<file path="config.mk">
export PLATFORM = sky130hd
export DESIGN_NAME = stk_pipe_al_wrarb
export DESIGN_NICKNAME = d
export VERILOG_FILES = /design/src/rtl/stk_pkg.sv /design/src/rtl/stk_pipe_al_wrarb_fifo.sv /design/src/rtl/stk_pipe_al_wrarb.sv
export SDC_FILE = /design/constraint.sdc
export NUM_CORES = 1
export LEC_CHECK = 0
export CORE_MARGIN = 2
export CORE_UTILIZATION = 40
export DETAILED_ROUTE_END_ITERATION = 16
export PLACE_DENSITY = 0.7
export SLEW_MARGIN = 40
export SYNTH_ARGS = -nofsm -noshare
export SYNTH_HDL_FRONTEND = slang
export SYNTH_SLANG_ARGS = --single-unit
</file>
<file path="constraint.sdc">
create_clock -name clk -period 7.4 [get_ports clk]
set_clock_uncertainty 0.2 [all_clocks]
set_input_delay 1.48 -clock clk [delete_from_list [all_inputs] [get_ports clk]]
set_output_delay 1.48 -clock clk [all_outputs]
set_load 0.02 [all_outputs]
</file>
<file path="src/rtl/stk_pkg.sv">
// -----------------------------------------------------------------------------
// stk_pkg -- shared types for the stk line-memory blocks.
//   line_id_t      : memory line address
//   line_data_t    : one memory line of LINE_DATA_W bits
//   wrarb_entry_t  : buffered pipeline write {addr, data}
//   wrarb_sel_e    : write-arbiter selection for the current cycle
// -----------------------------------------------------------------------------
package stk_pkg;

    localparam int unsigned LINE_ID_W   = 8;
    localparam int unsigned LINE_DATA_W = 128;

    typedef logic [LINE_ID_W-1:0]   line_id_t;
    typedef logic [LINE_DATA_W-1:0] line_data_t;

    typedef struct packed {
        line_id_t   addr;
        line_data_t data;
    } wrarb_entry_t;

    typedef enum logic [1:0] {
        SEL_NONE = 2'd0,
        SEL_INIT = 2'd1,
        SEL_PIPE = 2'd2
    } wrarb_sel_e;

endpackage

</file>
<file path="src/rtl/stk_pipe_al_wrarb_fifo.sv">
// -----------------------------------------------------------------------------
// stk_pipe_al_wrarb_fifo -- in-order buffer for pipeline writes.
//   BUF_N      : depth, power of two, >= 2 (pointers wrap naturally)
//   clk/arst_n : clock, asynchronous active-low reset
//   push       : write push_entry at the tail
//   push_entry : entry to store
//   pop        : drop the head entry
//   head       : current head entry (valid while count != 0)
//   count      : registered occupancy, $clog2(BUF_N)+1 bits
// Storage is not reset; only pointers and occupancy are.
// -----------------------------------------------------------------------------
module stk_pipe_al_wrarb_fifo
    import stk_pkg::*;
#(
    parameter int unsigned BUF_N = 2
) (
    input  logic                     clk,
    input  logic                     arst_n,
    input  logic                     push,
    input  wrarb_entry_t             push_entry,
    input  logic                     pop,
    output wrarb_entry_t             head,
    output logic [$clog2(BUF_N):0]   count
);

    localparam int unsigned PTR_W = $clog2(BUF_N);
    localparam int unsigned CNT_W = PTR_W + 1;

    logic [PTR_W-1:0] wr_ptr;
    logic [PTR_W-1:0] rd_ptr;
    wrarb_entry_t     mem [BUF_N];

    always_ff @(posedge clk or negedge arst_n) begin
        if (!arst_n) begin
            wr_ptr <= '0;
            rd_ptr <= '0;
            count  <= '0;
        end else begin
            if (push) begin
                wr_ptr <= wr_ptr + PTR_W'(1);
            end
            if (pop) begin
                rd_ptr <= rd_ptr + PTR_W'(1);
            end
            case ({push, pop})
                2'b10:   count <= count + CNT_W'(1);
                2'b01:   count <= count - CNT_W'(1);
                default: count <= count;
            endcase
        end
    end

    always_ff @(posedge clk) begin
        if (push) begin
            mem[wr_ptr] <= push_entry;
        end
    end

    assign head = mem[rd_ptr];

endmodule

</file>
<file path="src/rtl/stk_pipe_al_wrarb.sv">
// -----------------------------------------------------------------------------
// stk_pipe_al_wrarb -- memory write arbiter between the init engine and a
// buffered pipeline write port.
//   clk, arst_n          : clock, asynchronous active-low reset
//   i_init_wen_r/waddr/wdata : init-engine write (always wins, never delayed)
//   i_init_busy_r        : init active; buffered pipe writes are held
//   i_pipe_wr_vld/addr/data, o_pipe_wr_rdy : pipeline write handshake
//   o_mem_wen_r/waddr_r/wdata_r : registered bank write port
//   o_idle_r             : registered idle indication
// Optional (macro STK_AL_WRARB_STATS_EN):
//   o_stat_pipe_wr_r     : saturating count of issued pipeline writes
//   o_stat_stall_r       : saturating count of cycles a non-empty buffer waited
// -----------------------------------------------------------------------------
module stk_pipe_al_wrarb
    import stk_pkg::*;
#(
    parameter int unsigned BUF_N = 2
) (
    input  logic                   clk,
    input  logic                   arst_n,
    input  logic                   i_init_wen_r,
    input  line_id_t               i_init_waddr_r,
    input  logic [LINE_DATA_W-1:0] i_init_wdata_r,
    input  logic                   i_init_busy_r,
    input  logic                   i_pipe_wr_vld,
    input  line_id_t               i_pipe_wr_addr,
    input  logic [LINE_DATA_W-1:0] i_pipe_wr_data,
    output logic                   o_pipe_wr_rdy,
    output logic                   o_mem_wen_r,
    output line_id_t               o_mem_waddr_r,
    output logic [LINE_DATA_W-1:0] o_mem_wdata_r,
    output logic                   o_idle_r
`ifdef STK_AL_WRARB_STATS_EN
    ,
    output logic [31:0]            o_stat_pipe_wr_r,
    output logic [31:0]            o_stat_stall_r
`endif
);

    localparam int unsigned CNT_W = $clog2(BUF_N) + 1;

    logic             push;
    logic             pop;
    wrarb_entry_t     push_entry;
    wrarb_entry_t     head;
    logic [CNT_W-1:0] count;
    logic             fifo_nempty;
    wrarb_sel_e       sel;

    // Ready depends on registered occupancy only, so a full buffer refuses a
    // push even in a cycle where the head is popped.
    assign o_pipe_wr_rdy = (count < CNT_W'(BUF_N));
    assign push          = i_pipe_wr_vld & o_pipe_wr_rdy;
    assign push_entry    = '{addr: i_pipe_wr_addr, data: i_pipe_wr_data};
    // Occupancy is registered, so a write into an empty buffer only becomes
    // selectable the cycle after acceptance.
    assign fifo_nempty   = (count != '0);

    stk_pipe_al_wrarb_fifo #(
        .BUF_N (BUF_N)
    ) u_fifo (
        .clk        (clk),
        .arst_n     (arst_n),
        .push       (push),
        .push_entry (push_entry),
        .pop        (pop),
        .head       (head),
        .count      (count)
    );

    always_comb begin
        sel = SEL_NONE;
        if (i_init_wen_r) begin
            sel = SEL_INIT;
        end else if (fifo_nempty && !i_init_busy_r) begin
            sel = SEL_PIPE;
        end
    end

    assign pop = (sel == SEL_PIPE);

    always_ff @(posedge clk or negedge arst_n) begin
        if (!arst_n) begin
            o_mem_wen_r   <= 1'b0;
            o_mem_waddr_r <= '0;
            o_mem_wdata_r <= '0;
            o_idle_r      <= 1'b1;
        end else begin
            o_idle_r <= !fifo_nempty && !i_init_busy_r && !i_init_wen_r
                        && (sel == SEL_NONE);
            case (sel)
                SEL_INIT: begin
                    o_mem_wen_r   <= 1'b1;
                    o_mem_waddr_r <= i_init_waddr_r;
                    o_mem_wdata_r <= i_init_wdata_r;
                end
                SEL_PIPE: begin
                    o_mem_wen_r   <= 1'b1;
                    o_mem_waddr_r <= head.addr;
                    o_mem_wdata_r <= head.data;
                end
                default: begin
                    o_mem_wen_r   <= 1'b0;
                end
            endcase
        end
    end

`ifdef STK_AL_WRARB_STATS_EN
    always_ff @(posedge clk or negedge arst_n) begin
        if (!arst_n) begin
            o_stat_pipe_wr_r <= '0;
            o_stat_stall_r   <= '0;
        end else begin
            if ((sel == SEL_PIPE) && (o_stat_pipe_wr_r != '1)) begin
                o_stat_pipe_wr_r <= o_stat_pipe_wr_r + 32'd1;
            end
            if (fifo_nempty && (sel != SEL_PIPE) && (o_stat_stall_r != '1)) begin
                o_stat_stall_r <= o_stat_stall_r + 32'd1;
            end
        end
    end
`endif

endmodule
</file>
==> results.ini, run 1 <==
[sta]
period_share_pct=49.67
worst_pin_slew_ps=813.3
hold_viol=0
max_clock_freq_ghz=0.2721
rsz0062_at_grt=false
finalSetupViolCount=0
whs_ps=307.5
setup_tns_ps=0
period_minus_slack_ps=3675
slew_headroom_pct=45.78
final-max-slew-violation-count=0

[outcome]
outcome=finished clean

[die]
design.core.area_um2=41850
die_h_um=209.7
rows=75
initial_core_util_pct=40.43
die_area_um2=43960
fp.dieW_um=209.7
pin_count=416

[min_path]
hp-start=o_mem_wdata_r[2]
worstHoldPathCells=2
hp-class=flop to flop
hold_end=o_mem_wdata_r[2]

[clock_tree]
post_cts_buffers=0
htree_levels=2
clockBufferDepth=3
tritoncts=yes
numCtsBuffers=45
clk_pin_slew_worst_paths_ps=60
cts-resized-gates=0
clock-sinks=414
hold_buffers=0
clk_latency_ps=550
cts_root_buf=clkbuf_16

[critical_path]
cp_common_cell=buf_4
rr_endpoint=o_mem_wdata_r[105]
critPathCaptureType=flop
r2r_cells=5
crit_required_ps=7590
r2r-start=u_fifo.rd_ptr
crit_family=buffers and inverters
start_kind=primary input
crit_type=primary input to flop
worstPathMaxFanout=82
crit_buf_inv=3
critPathArrivalTime_ps=3870
regToRegSetupSlack_ps=4720
crit_chain=buf_4 -> inv_6 -> and2_4 -> buf_4 -> o31ai_1
cpPeakStageDelay_ps=650
cp_slowest_cell=and2_4

[layout]
final_cell_mix=413 x clkdlybuf4s50_1, 272 x edfxtp_1, 140 x dfrtp_1
nets=1874
syn2layout_area_growth_pct=34.85
fillers=3493
drive_above_1_share_pct=8.282
final_common_cell=clkdlybuf4s50_1

[synth]
synth_cell_type_count=27
synth-xor-area-share_pct=0.2588
synthTopCellsByArea=edfxtp_1 48%, dfrtp_1 21%, a211oi_1 5.9%
avgSynthCellArea_um2=13.71
syn_area_um2=16920
yosysWarnings=0
synth_compound_area_share_pct=17.17
yosysTopAreaCell=edfxtp_1
synth_simple_gate_area_share_pct=9.361
synth_nets=1512
ys_seq_area_share_pct=69.28
synth_fa_ha_area_share_pct=0.07394
synth_top_area_share_pct=48.27
synthCells=1234
synth-seq-cells=414
synthMuxAreaShare_pct=0.2366
synth_top_family_by_area=compound AO/OA/AOI/OAI gates

[detailed_routing]
first_pass_iters=5
detail_route.wl_per_cell_um=21.18
detail_route.iter0.violations=898
drc=0
antenna_left=0
finalWirelength_mm=46.04
via_per_inst=5.499
num_vias=11960

[global_routing]
grt_pass1_wl_mm=69.95
grt_start_max_net_pins=204
gr-usage-all-layers_pct=20.62
overflow=0
grt_pass1_vias=12050
antenna_found_initial=8

[flow_run]
max-cap-violations=0

[placement]
dp_hpwl_mm=29.11
gp_congestion=0.7593
io_buffers=415

[power]
peakVddDrop_v=0.0002781
leakage_uw=0.007890
power.density_nw_per_um2=345.4

## through the flow
stage          std cells  total power (µW)  instance area (µm²)  utilization (%)  setup WS [ps]
3_3_place_gp        2085              5722                21330            50.96           2971
5_1_grt             2174              8270                22820            54.52           3621
4_1_cts             2168              7960                22780            54.42           3714
6_report            2174              7882                22820            54.52           3725
2_1_floorplan       1234              4778                16920                -           1624
3_5_place_dp        2087              5813                21390            51.11           3117
## power by group
group          switching (µW)  internal (µW)  leakage, µW  total (µW)
Clock                     874           1240     0.000676        2120
Sequential                281           3040      0.00423        3330
Combinational            1440            999      0.00299        2440
## cell families (layout without fill, tap and decap cells)
family | Yosys count | in the layout
AO/OA/AOI/OAI | 405 | 405
XOR/XNOR | 5 | 5
adder cells (fa/ha/maj) | 1 | 1
buffers and inverters | 124 | 520
flip-flops | 414 | 414
multiplexers | 4 | 4
other | 0 | 5
AND/OR/NAND/NOR | 281 | 281
## registers in the layout, indices dropped and copies added, names as in the netlist
signal         cells
u_fifo.wr_ptr      1
u_fifo.rd_ptr      1
o_idle_r           1
u_fifo.mem       272
o_mem_wen_r        1
u_fifo.count       2
o_mem_waddr_r      8
o_mem_wdata_r    128
## per-layer routing
| layer | share of wire, % | GRT usage (%) | vias up |
|---|---|---|---|
| met2 | 48 | 33.26 | 451 |
| met3 | 7.6 | 4.863 | 78 |
| met4 | 2.3 | 7.361 | 6 |
| met5 | 0.11 | 0 | - |
| li1 | - | - | 5484 |
| met1 | 42 | 27.40 | 5936 |
## worst min-delay path, cell delays in order (launching register included)
cell	delay, ps
dfrtp_1	340
nand3_1	70
o31ai_1	60
## cell type report
| type | count | area, µm² | share of cell area (%) |
|---|---|---|---|
| timing repair buffer | 436 | 4387 | 19.22 |
| multi-input combinational | 696 | 4614 | 20.22 |
| clock buffer | 64 | 1249 | 5.472 |
| tap | 539 | 674.4 | 2.956 |
| antenna | 5 | 12.51 | 0.05483 |
| sequential | 414 | 11730 | 51.39 |
| inverter | 3 | 16.27 | 0.07128 |
| clock inverter | 17 | 138.9 | 0.6087 |
## how the worst max path moves through the flow
stage	depth (start not counted)	endpoint	slack, ps	startpoint
5_1_grt	5	o_mem_wdata_r[116]	3620	i_init_wen_r
2_1_floorplan	2	u_fifo.mem[0][0]	1620	i_pipe_wr_vld
3_3_place_gp	5	o_mem_waddr_r[1]	2970	i_init_wen_r
3_5_place_dp	5	o_mem_wdata_r[111]	3120	i_init_wen_r
4_1_cts	5	o_mem_wdata_r[84]	3710	i_init_wen_r
6_report	5	o_mem_wdata_r[84]	3720	i_init_wen_r
## synth_stat cells
library cell / instances
edfxtp_1: 272
dfrtp_1: 141
a21oi_1: 136
nand3_1: 136
a211oi_1: 132
nor2b_1: 132
o31ai_1: 95
buf_2: 52
o31ai_2: 41
clkbuf_1: 40
buf_4: 21
buf_1: 7
and3_1: 5
mux2i_1: 4
xnor2_1: 4
inv_1: 3
and2_1: 2
nor2_1: 2
clkbuf_4: 1
dfstp_2: 1
ha_1: 1
nand2_1: 1
nor2_4: 1
nor3_1: 1
o21bai_1: 1
or2_1: 1
xor2_1: 1
Power figures use the tool's default switching activity.
==> inputs of run 2 (changes only) <==
clock period = 3.1 ns   (was 7.4 ns; I/O delays follow)
==> run 2 against run 1 <==
  * Critical path depth down 3
  * Non-clock buffer count up 5
  * Design area up 0.77%
  * Clock-buffer cell count down 1
  * Global-route usage down 0.15 points
  * Die area unchanged
  * Sequential share of layout area down 0.39 points
  * Critical path type is now flop to output pin
  * Highest routed layer unchanged
==> results.ini, run 2 (same netlist as run 1, synthesis figures left out) <==
[layout]
utilization_pct=54.94
fillers=3412
nets=1878
largest_reg_flops=272
regMostFlops=u_fifo.mem
final_cell_mix=413 x clkdlybuf4s50_1, 272 x edfxtp_1, 140 x dfrtp_1
final_area_um2=22990
reg_top3=u_fifo.mem: 272 flops, o_mem_wdata_r: 128 flops, o_mem_waddr_r: 8 flops
syn2layout_area_growth_pct=35.88
drive_above_1_share_pct=8.752
final_common_cell=clkdlybuf4s50_1

[detailed_routing]
detail_route.iter0.violations=878
via_per_inst=5.507
first_pass_iters=7
num_vias=11980
finalWirelength_mm=45.54
antenna_left=0
detail_route.wl_per_cell_um=20.94
drc=0

[global_routing]
grt_start_max_net_pins=137
overflow=0
grt_pass1_vias=11860
antenna_found_initial=5
gr-usage-all-layers_pct=20.46
grt_pass1_wl_mm=69.30

[sta]
worst_pin_slew_ps=757.1
final-max-slew-violation-count=0
period_minus_slack_ps=2639
setup_ws_ps=461.4
rsz0062_at_grt=false
finalSetupViolCount=0
hold_viol=0
max_clock_freq_ghz=0.3790
period_share_pct=85.12
slew_headroom_pct=49.53

[placement]
dpl-instance-area_um2=21590
dp_hpwl_mm=28.69
gp_congestion=0.7851
dpl_worst_slack_ps=505.8
io_buffers=415

[outcome]
outcome=finished clean

[critical_path]
cpPeakStageDelay_ps=660
critPathCaptureType=output pin
cp_slowest_cell=clkdlybuf4s50_1
crit_type=flop to output pin
worstPathMaxFanout=4
start_kind=flop
r2r_cells=4
crit_required_ps=2280
crit_chain=inv_2 -> clkdlybuf4s50_1
critical_path_depth=2
crit_buf_inv=2
crit_family=buffers and inverters
critPathArrivalTime_ps=1820

[power]
peakVddDrop_v=0.0004718
power.density_nw_per_um2=822.6
leakage_uw=0.007965
power_uw=18910

[clock_tree]
clk_latency_ps=550
clockBufferDepth=3
clk_pin_slew_worst_paths_ps=60
numCtsBuffers=44
htree_levels=2
cts-resized-gates=0
clock-sinks=414
cts_root_buf=clkbuf_16
tritoncts=yes

[die]
die_area_um2=43960
pin_count=416
fp.dieW_um=209.7
design.core.area_um2=41850
die_h_um=209.7
initial_core_util_pct=40.43
rows=75

[min_path]
worstHoldPathCells=2
hp-class=flop to flop

[flow_run]
max-cap-violations=0

run 2: cell types whose count changed in the layout (fill, tap and decap cells not counted), moves of 2 or more:
cell / delta
buf_12: +13
buf_6: -5
buf_4: -3
diode_2: -3
clkbuf_1: -2
clkinv_2: +2
run 2: layout make-up:
| class | instances | area (µm²) | share of cell area, % |
|---|---|---|---|
| inverter | 3 | 13.76 | 0.05986 |
| antenna | 2 | 5.005 | 0.02177 |
| clock buffer | 63 | 1255 | 5.458 |
| timing repair buffer | 441 | 4551 | 19.79 |
| clock inverter | 17 | 137.6 | 0.5986 |
| multi-input combinational | 696 | 4631 | 20.14 |
| tap | 539 | 674.4 | 2.933 |
| sequential | 414 | 11730 | 51.00 |
run 2: worst register-to-register path: cells and delay by family, from the launching register on:
family	cells	cell delay (ps)
compound gates	2	450
buf+inv	1	500
flops	1	450
simple gates	1	620
run 2: through the flow:
stage,hold slack [ps],cells,TNS (ps)
after floorplan,124.4,1234,-29010
after global placement,293.5,2092,0
after detailed placement,298.7,2092,0
after CTS,294.7,2173,0
after global routing,319.5,2175,0
final,307.8,2175,0
run 2: timing repair:
item	4_1_cts	5_1_grt
buffers inserted	0	0
endpoints found under the hold margin	54	0
hold buffers	1	0
run 2: where the power goes:
| group | switching (µW) | leakage, µW | total [µW] | internal (µW) |
|---|---|---|---|---|
| clock | 2060 | 0.000687 | 5040 | 2980 |
| sequential | 657 | 0.00423 | 7920 | 7260 |
| combinational | 3470 | 0.00305 | 5950 | 2480 |
| total | 6190 | 0.00797 | 18900 | 12700 |
run 2: worst paths after layout:
path | start | endpoint | slack [ps]
worst max-delay path | u_fifo.count[1] | o_pipe_wr_rdy | 460
worst min-delay path | o_mem_wdata_r[105] | o_mem_wdata_r[105] | 310
worst max register to register | u_fifo.count[0] | o_mem_wdata_r[67] | 750
worst min register to register | o_mem_wdata_r[105] | o_mem_wdata_r[105] | 310
max in group asynchronous | arst_n | o_mem_wdata_r[49] | 1510
min in group asynchronous | arst_n | o_mem_wdata_r[37] | 430
run 2: per-layer routing:
layer  wire [µm]  part of all wire (%)  global-route usage (%)  vias to the layer above
li1            -                     -                       -                     5493
met1       18410                    40                   26.73                     5849
met2       22010                    48                   33.15                      548
met3        3673                   8.1                   4.564                       83
met4        1412                   3.1                   8.584                        4
met5          27                 0.059                       0                        -
